<file path="src/rtl/spi_receiver.sv">
// SPI peripheral-side receiver: oversamples SCK/CS/MOSI in the clk_100 domain and deserialises
// MSB-first words onto a valid/ready stream.
module spi_receiver #(
  parameter int unsigned P_DATA_WIDTH = 8,
  parameter bit          P_CPOL       = 1'b0,
  parameter bit          P_CPHA       = 1'b0
) (
  input  logic                    clk_100,
  input  logic                    s_rst,
  input  logic                    SCK,
  input  logic                    CS,
  input  logic                    MOSI,
  output logic [P_DATA_WIDTH-1:0] data_out,
  output logic                    valid,
  input  logic                    ready,
  output logic                    busy,
  output logic                    overrun,
  output logic                    frame_err
);

  localparam int unsigned LP_CNT_W = (P_DATA_WIDTH > 2) ? $clog2(P_DATA_WIDTH) : 1;
  localparam logic [LP_CNT_W-1:0] LP_LAST = LP_CNT_W'(P_DATA_WIDTH - 1);

  typedef enum logic [1:0] {
    StWaitCsHigh = 2'd0,
    StIdle       = 2'd1,
    StRecv       = 2'd2
  } state_e;

  logic r_sck_s1, r_sck_s2, r_sck_d;
  logic r_cs_s1, r_cs_s2;
  logic r_mosi_s1, r_mosi_s2;
  logic [1:0] r_warm;

  state_e                  r_state, w_state_next;
  logic [LP_CNT_W-1:0]     r_bit_cnt, w_bit_cnt_next;
  logic [P_DATA_WIDTH-1:0] r_shift, w_shift_next;
  logic [P_DATA_WIDTH-1:0] r_data, w_data_next;
  logic                    r_valid, w_valid_next;
  logic                    r_busy, w_busy_next;
  logic                    r_overrun, w_overrun_next;
  logic                    r_frame_err, w_frame_err_next;

  logic                    w_rise, w_fall, w_sample, w_done;
  logic [P_DATA_WIDTH-1:0] w_word;

  always_ff @(posedge clk_100) begin
    if (s_rst) begin
      r_sck_s1  <= P_CPOL;
      r_sck_s2  <= P_CPOL;
      r_sck_d   <= P_CPOL;
      r_cs_s1   <= 1'b1;
      r_cs_s2   <= 1'b1;
      r_mosi_s1 <= 1'b0;
      r_mosi_s2 <= 1'b0;
      r_warm    <= 2'b00;
    end else begin
      r_sck_s1  <= SCK;
      r_sck_s2  <= r_sck_s1;
      r_sck_d   <= r_sck_s2;
      r_cs_s1   <= CS;
      r_cs_s2   <= r_cs_s1;
      r_mosi_s1 <= MOSI;
      r_mosi_s2 <= r_mosi_s1;
      r_warm    <= {r_warm[0], 1'b1};
    end
  end

  assign w_rise   = r_sck_s2 & ~r_sck_d;
  assign w_fall   = ~r_sck_s2 & r_sck_d;
  assign w_sample = (P_CPOL ^ P_CPHA) ? w_fall : w_rise;
  assign w_word   = {r_shift[P_DATA_WIDTH-2:0], r_mosi_s2};

  always_ff @(posedge clk_100) begin
    if (s_rst) begin
      r_state     <= StWaitCsHigh;
      r_bit_cnt   <= '0;
      r_shift     <= '0;
      r_data      <= '0;
      r_valid     <= 1'b0;
      r_busy      <= 1'b0;
      r_overrun   <= 1'b0;
      r_frame_err <= 1'b0;
    end else begin
      r_state     <= w_state_next;
      r_bit_cnt   <= w_bit_cnt_next;
      r_shift     <= w_shift_next;
      r_data      <= w_data_next;
      r_valid     <= w_valid_next;
      r_busy      <= w_busy_next;
      r_overrun   <= w_overrun_next;
      r_frame_err <= w_frame_err_next;
    end
  end

  always_comb begin
    w_state_next     = r_state;
    w_bit_cnt_next   = r_bit_cnt;
    w_shift_next     = r_shift;
    w_frame_err_next = 1'b0;
    w_done           = 1'b0;
    unique case (r_state)
      StWaitCsHigh: begin
        // The CS synchroniser holds its reset value for two cycles; only trust it once flushed.
        if (r_cs_s2 && r_warm[1]) w_state_next = StIdle;
      end
      StIdle: begin
        w_bit_cnt_next = '0;
        if (!r_cs_s2) w_state_next = StRecv;
      end
      StRecv: begin
        if (r_cs_s2) begin
          w_state_next     = StIdle;
          w_bit_cnt_next   = '0;
          w_frame_err_next = (r_bit_cnt != '0);
        end else if (w_sample) begin
          w_shift_next = w_word;
          if (r_bit_cnt == LP_LAST) begin
            w_bit_cnt_next = '0;
            w_done         = 1'b1;
          end else begin
            w_bit_cnt_next = r_bit_cnt + 1'b1;
          end
        end
      end
      default: w_state_next = StWaitCsHigh;
    endcase

    w_data_next    = r_data;
    w_valid_next   = r_valid;
    w_overrun_next = 1'b0;
    if (w_done) begin
      if (!r_valid || ready) begin
        w_data_next  = w_word;
        w_valid_next = 1'b1;
      end else begin
        w_overrun_next = 1'b1;
      end
    end else if (r_valid && ready) begin
      w_valid_next = 1'b0;
    end
    w_busy_next = (w_state_next == StRecv);
  end

  assign data_out  = r_data;
  assign valid     = r_valid;
  assign busy      = r_busy;
  assign overrun   = r_overrun;
  assign frame_err = r_frame_err;

endmodule

</file>
<file path="config.mk">
export PLATFORM = sky130hd
export DESIGN_NAME = spi_receiver
export DESIGN_NICKNAME = d
export VERILOG_FILES = /design/src/rtl/spi_receiver.sv
export SDC_FILE = /design/constraint.sdc
export NUM_CORES = 1
export LEC_CHECK = 0
export BUFFER_PORTS_ARGS = -buffer_cell sky130_fd_sc_hd__buf_4
export CAP_MARGIN = 5
export CELL_PAD_IN_SITES_DETAIL_PLACEMENT = 2
export CELL_PAD_IN_SITES_GLOBAL_PLACEMENT = 2
export CORE_AREA = 2 2 84 46
export CTS_BUF_LIST = sky130_fd_sc_hd__clkbuf_16
export CTS_CLUSTER_SIZE = 16
export DETAILED_ROUTE_END_ITERATION = 8
export DIE_AREA = 0 0 86 48
export PLACE_DENSITY_LB_ADDON = 0.3
export REMOVE_ABC_BUFFERS = 1
export SLEW_MARGIN = 30
export SYNTH_ARGS = -nofsm -noshare
export SYNTH_HDL_FRONTEND = slang
export SYNTH_SLANG_ARGS = --single-unit
</file>
<file path="constraint.sdc">
create_clock -name clk_100 -period 2.9 [get_ports clk_100]
set_input_delay 0.58 -clock clk_100 [delete_from_list [all_inputs] [get_ports clk_100]]
set_output_delay 0.58 -clock clk_100 [all_outputs]
set_load 0.02 [all_outputs]
</file>
==> results.json <==
{
  "gp_congestion": 0.713,
  "rsz0062_at_grt": "false",
  "die_h_um": 48,
  "endpoint_kind": "flip-flop",
  "fillerInstances": 342,
  "critPathArrivalTime_ns": 1.92,
  "syn_area_um2": 1200,
  "status": "finished, final reports clean",
  "dp_hpwl_mm": 1.96,
  "numPortBuffers": 17,
  "clk_latency_ns": 0.27,
  "ctsResizeCount": 0,
  "yosysUniqueCellTypes": 27,
  "firstDrtPassIters": 3,
  "die_w_um": 86,
  "yosys_warnings": 0,
  "num_vias": 851,
  "worstPathMaxFanout": 4,
  "syn2layout_area_growth_pct": 26.4,
  "syn_inst": 112,
  "worst_pin_slew_ns": 0.633,
  "clk_pin_slew_ns": 0.05,
  "antennaDiodeCount": 0,
  "timing.final.crit_period_ns": 1.72,
  "crit_required_ns": 3.10,
  "yosysSeqAreaShare_pct": 55.0,
  "irDropWorstVdd_uv": 275,
  "slew_headroom_pct": 57.4,
  "grt_pass1_wl_mm": 4.77,
  "postSynthAreaPerCell_um2": 10.7,
  "antenna_found_initial": 0,
  "hold_buffers": 0,
  "cts_buffer_depth": 2,
  "cts_tree": "done",
  "setup_viol": 0,
  "fp.coreArea_um2": 3320,
  "drt_wl_total_mm": 2.85,
  "drc": 0,
  "min_path_type": "flip-flop to flip-flop",
  "power.leakage_nw": 0.646,
  "cts_sinks": 33,
  "start_util_pct": 36.2,
  "wire_per_inst_um": 16.4,
  "dr.first_iter.drc_count": 18,
  "hold_viol_final": 0,
  "grt_max_degree": 20,
  "ys_ff_latch": 33,
  "numCtsBuffers": 5,
  "postCtsSetupRepairBufs": 0,
  "rows": 15,
  "skew_ns": 0.00643,
  "grt_pass1_vias": 926,
  "power.density_nw_per_um2": 704,
  "tns_ns": 0,
  "final_antenna_net_count": 0,
  "drive_above_1_share_pct": 23.5,
  "overflow": 0,
  "start_kind": "flip-flop",
  "layout.nets": 140,
  "power.total_w": 0.00107,
  "period_share_pct": 59.2,
  "crit_type": "flip-flop to flip-flop",
  "timing.fmax_mhz": 582,
  "io_pins": 18,
  "vias_per_cell": 4.89,
  "slew_viol_final": 0,
  "grt_use_total_pct": 16.5,
  "htree_levels": 2,
  "drv_cap": 0,
  "finish.utilization_pct": 45.7,
  "die_area_um2": 4130,
  "cts-root-buf": "clkbuf_16"
}
[Yosys cell counts]
cell | count | area, um^2
nor3_2 | 1 | 10.0
buf_6 | 1 | 11.3
ha_1 | 3 | 37.5
nor3_1 | 4 | 20.0
nand2b_4 | 1 | 13.8
nand2b_1 | 2 | 12.5
or4b_1 | 1 | 10.0
mux2i_1 | 15 | 150
and3_1 | 1 | 6.26
a31o_2 | 1 | 8.76
or2_2 | 2 | 12.5
a22o_1 | 1 | 8.76
nand2_1 | 17 | 63.8
clkinv_1 | 1 | 3.75
nor2_1 | 1 | 3.75
dfxtp_1 | 33 | 661
a21oi_1 | 1 | 5.00
nor2b_1 | 9 | 56.3
a32o_1 | 2 | 20.0
or4_4 | 1 | 11.3
nor4_1 | 2 | 12.5
or3_2 | 1 | 7.51
clkbuf_1 | 4 | 15.0
a21o_2 | 1 | 8.76
xnor2_1 | 1 | 8.76
inv_1 | 4 | 15.0
a211oi_1 | 1 | 7.51
[critical path: stages, from the launching register on]
cell	delay, ns
dfxtp_1	0.38
ha_1	0.17
ha_1	0.23
nand2b_1	0.10
nor4_1	0.49
mux2i_1	0.27
[final cells by class]
| type | count | area [um^2] | share of cell area [%] |
|---|---|---|---|
| clock buffers | 5 | 125 | 8.24 |
| clock inverters | 3 | 37.5 | 2.47 |
| inverters | 5 | 18.8 | 1.24 |
| multi-input cells | 69 | 495 | 32.6 |
| flip-flops and latches | 33 | 661 | 43.5 |
| well taps | 42 | 52.6 | 3.46 |
| repair buffers | 17 | 128 | 8.41 |
[worst paths after layout]
path,start,endpoint,slack [ns],depth (start not counted)
worst max register to register,r_bit_cnt[0],data_out[1],1.18,5
worst min-delay path,r_cs_s1,r_cs_s2,0.41,1
worst max-delay path,r_bit_cnt[0],data_out[1],1.18,5
worst min register to register,r_cs_s1,r_cs_s2,0.41,1
[placed cells by master, fill, tap and decap left out]
cell type	n
dfxtp_1	33
nand2_1	17
buf_4	17
mux2i_1	15
nor2b_1	9
inv_1	5
clkbuf_16	5
nor3_1	4
ha_1	3
clkinv_1	2
nand2b_1	2
nor4_1	2
a32o_1	2
or2_2	2
nand2b_4	1
a21o_2	1
a21oi_1	1
or4b_1	1
a31o_2	1
a211oi_1	1
nor3_2	1
or3_2	1
nor2_1	1
or4_4	1
xnor2_1	1
a22o_1	1
and3_1	1
bufinv_16	1
[state kept, by name, indices dropped and copies added, names as in the netlist, 2 cells and up]
name,flops
r_bit_cnt,3
r_warm,2
r_state,2
r_shift,7
data_out,8
[logic make-up (layout without fill, tap and decap cells)]
family / after synthesis / in the layout / share of synthesized area [%]
compound gates: 7 / 7 / 4.90
xor+xnor: 1 / 1 / 0.729
fa+ha+maj: 3 / 3 / 3.13
buf+inv: 10 / 30 / 3.75
flops: 33 / 33 / 55.0
mux: 15 / 15 / 12.5
simple gates: 43 / 43 / 20.0
[through the flow]
step | cells | setup slack, ns | hold WS (ns) | cell area [um^2]
finish | 174 | 1.18 | 0.408 | 1520
global route | 174 | 0.974 | 0.432 | 1520
CTS | 174 | 1.15 | 0.413 | 1520
detailed placement | 166 | 1.12 | 0.399 | 1360
global placement | 166 | 1.16 | 0.393 | 1360
floorplan | 107 | 1.44 | 0.389 | 1170
[layer usage]
metal  share of wire (%)  GRT usage (%)
met1                  51           20.0
met2                  43           27.3
met3                 5.0           6.90
met4                0.98           5.71
met5                   0              0
[where the power goes]
group	switching, W	internal [W]	leakage, nW
clock network	0.000181	0.000398	0.0826
registers	0.00000462	0.000461	0.268
logic	0.0000136	0.0000109	0.295
Power figures use the tool's default switching activity.
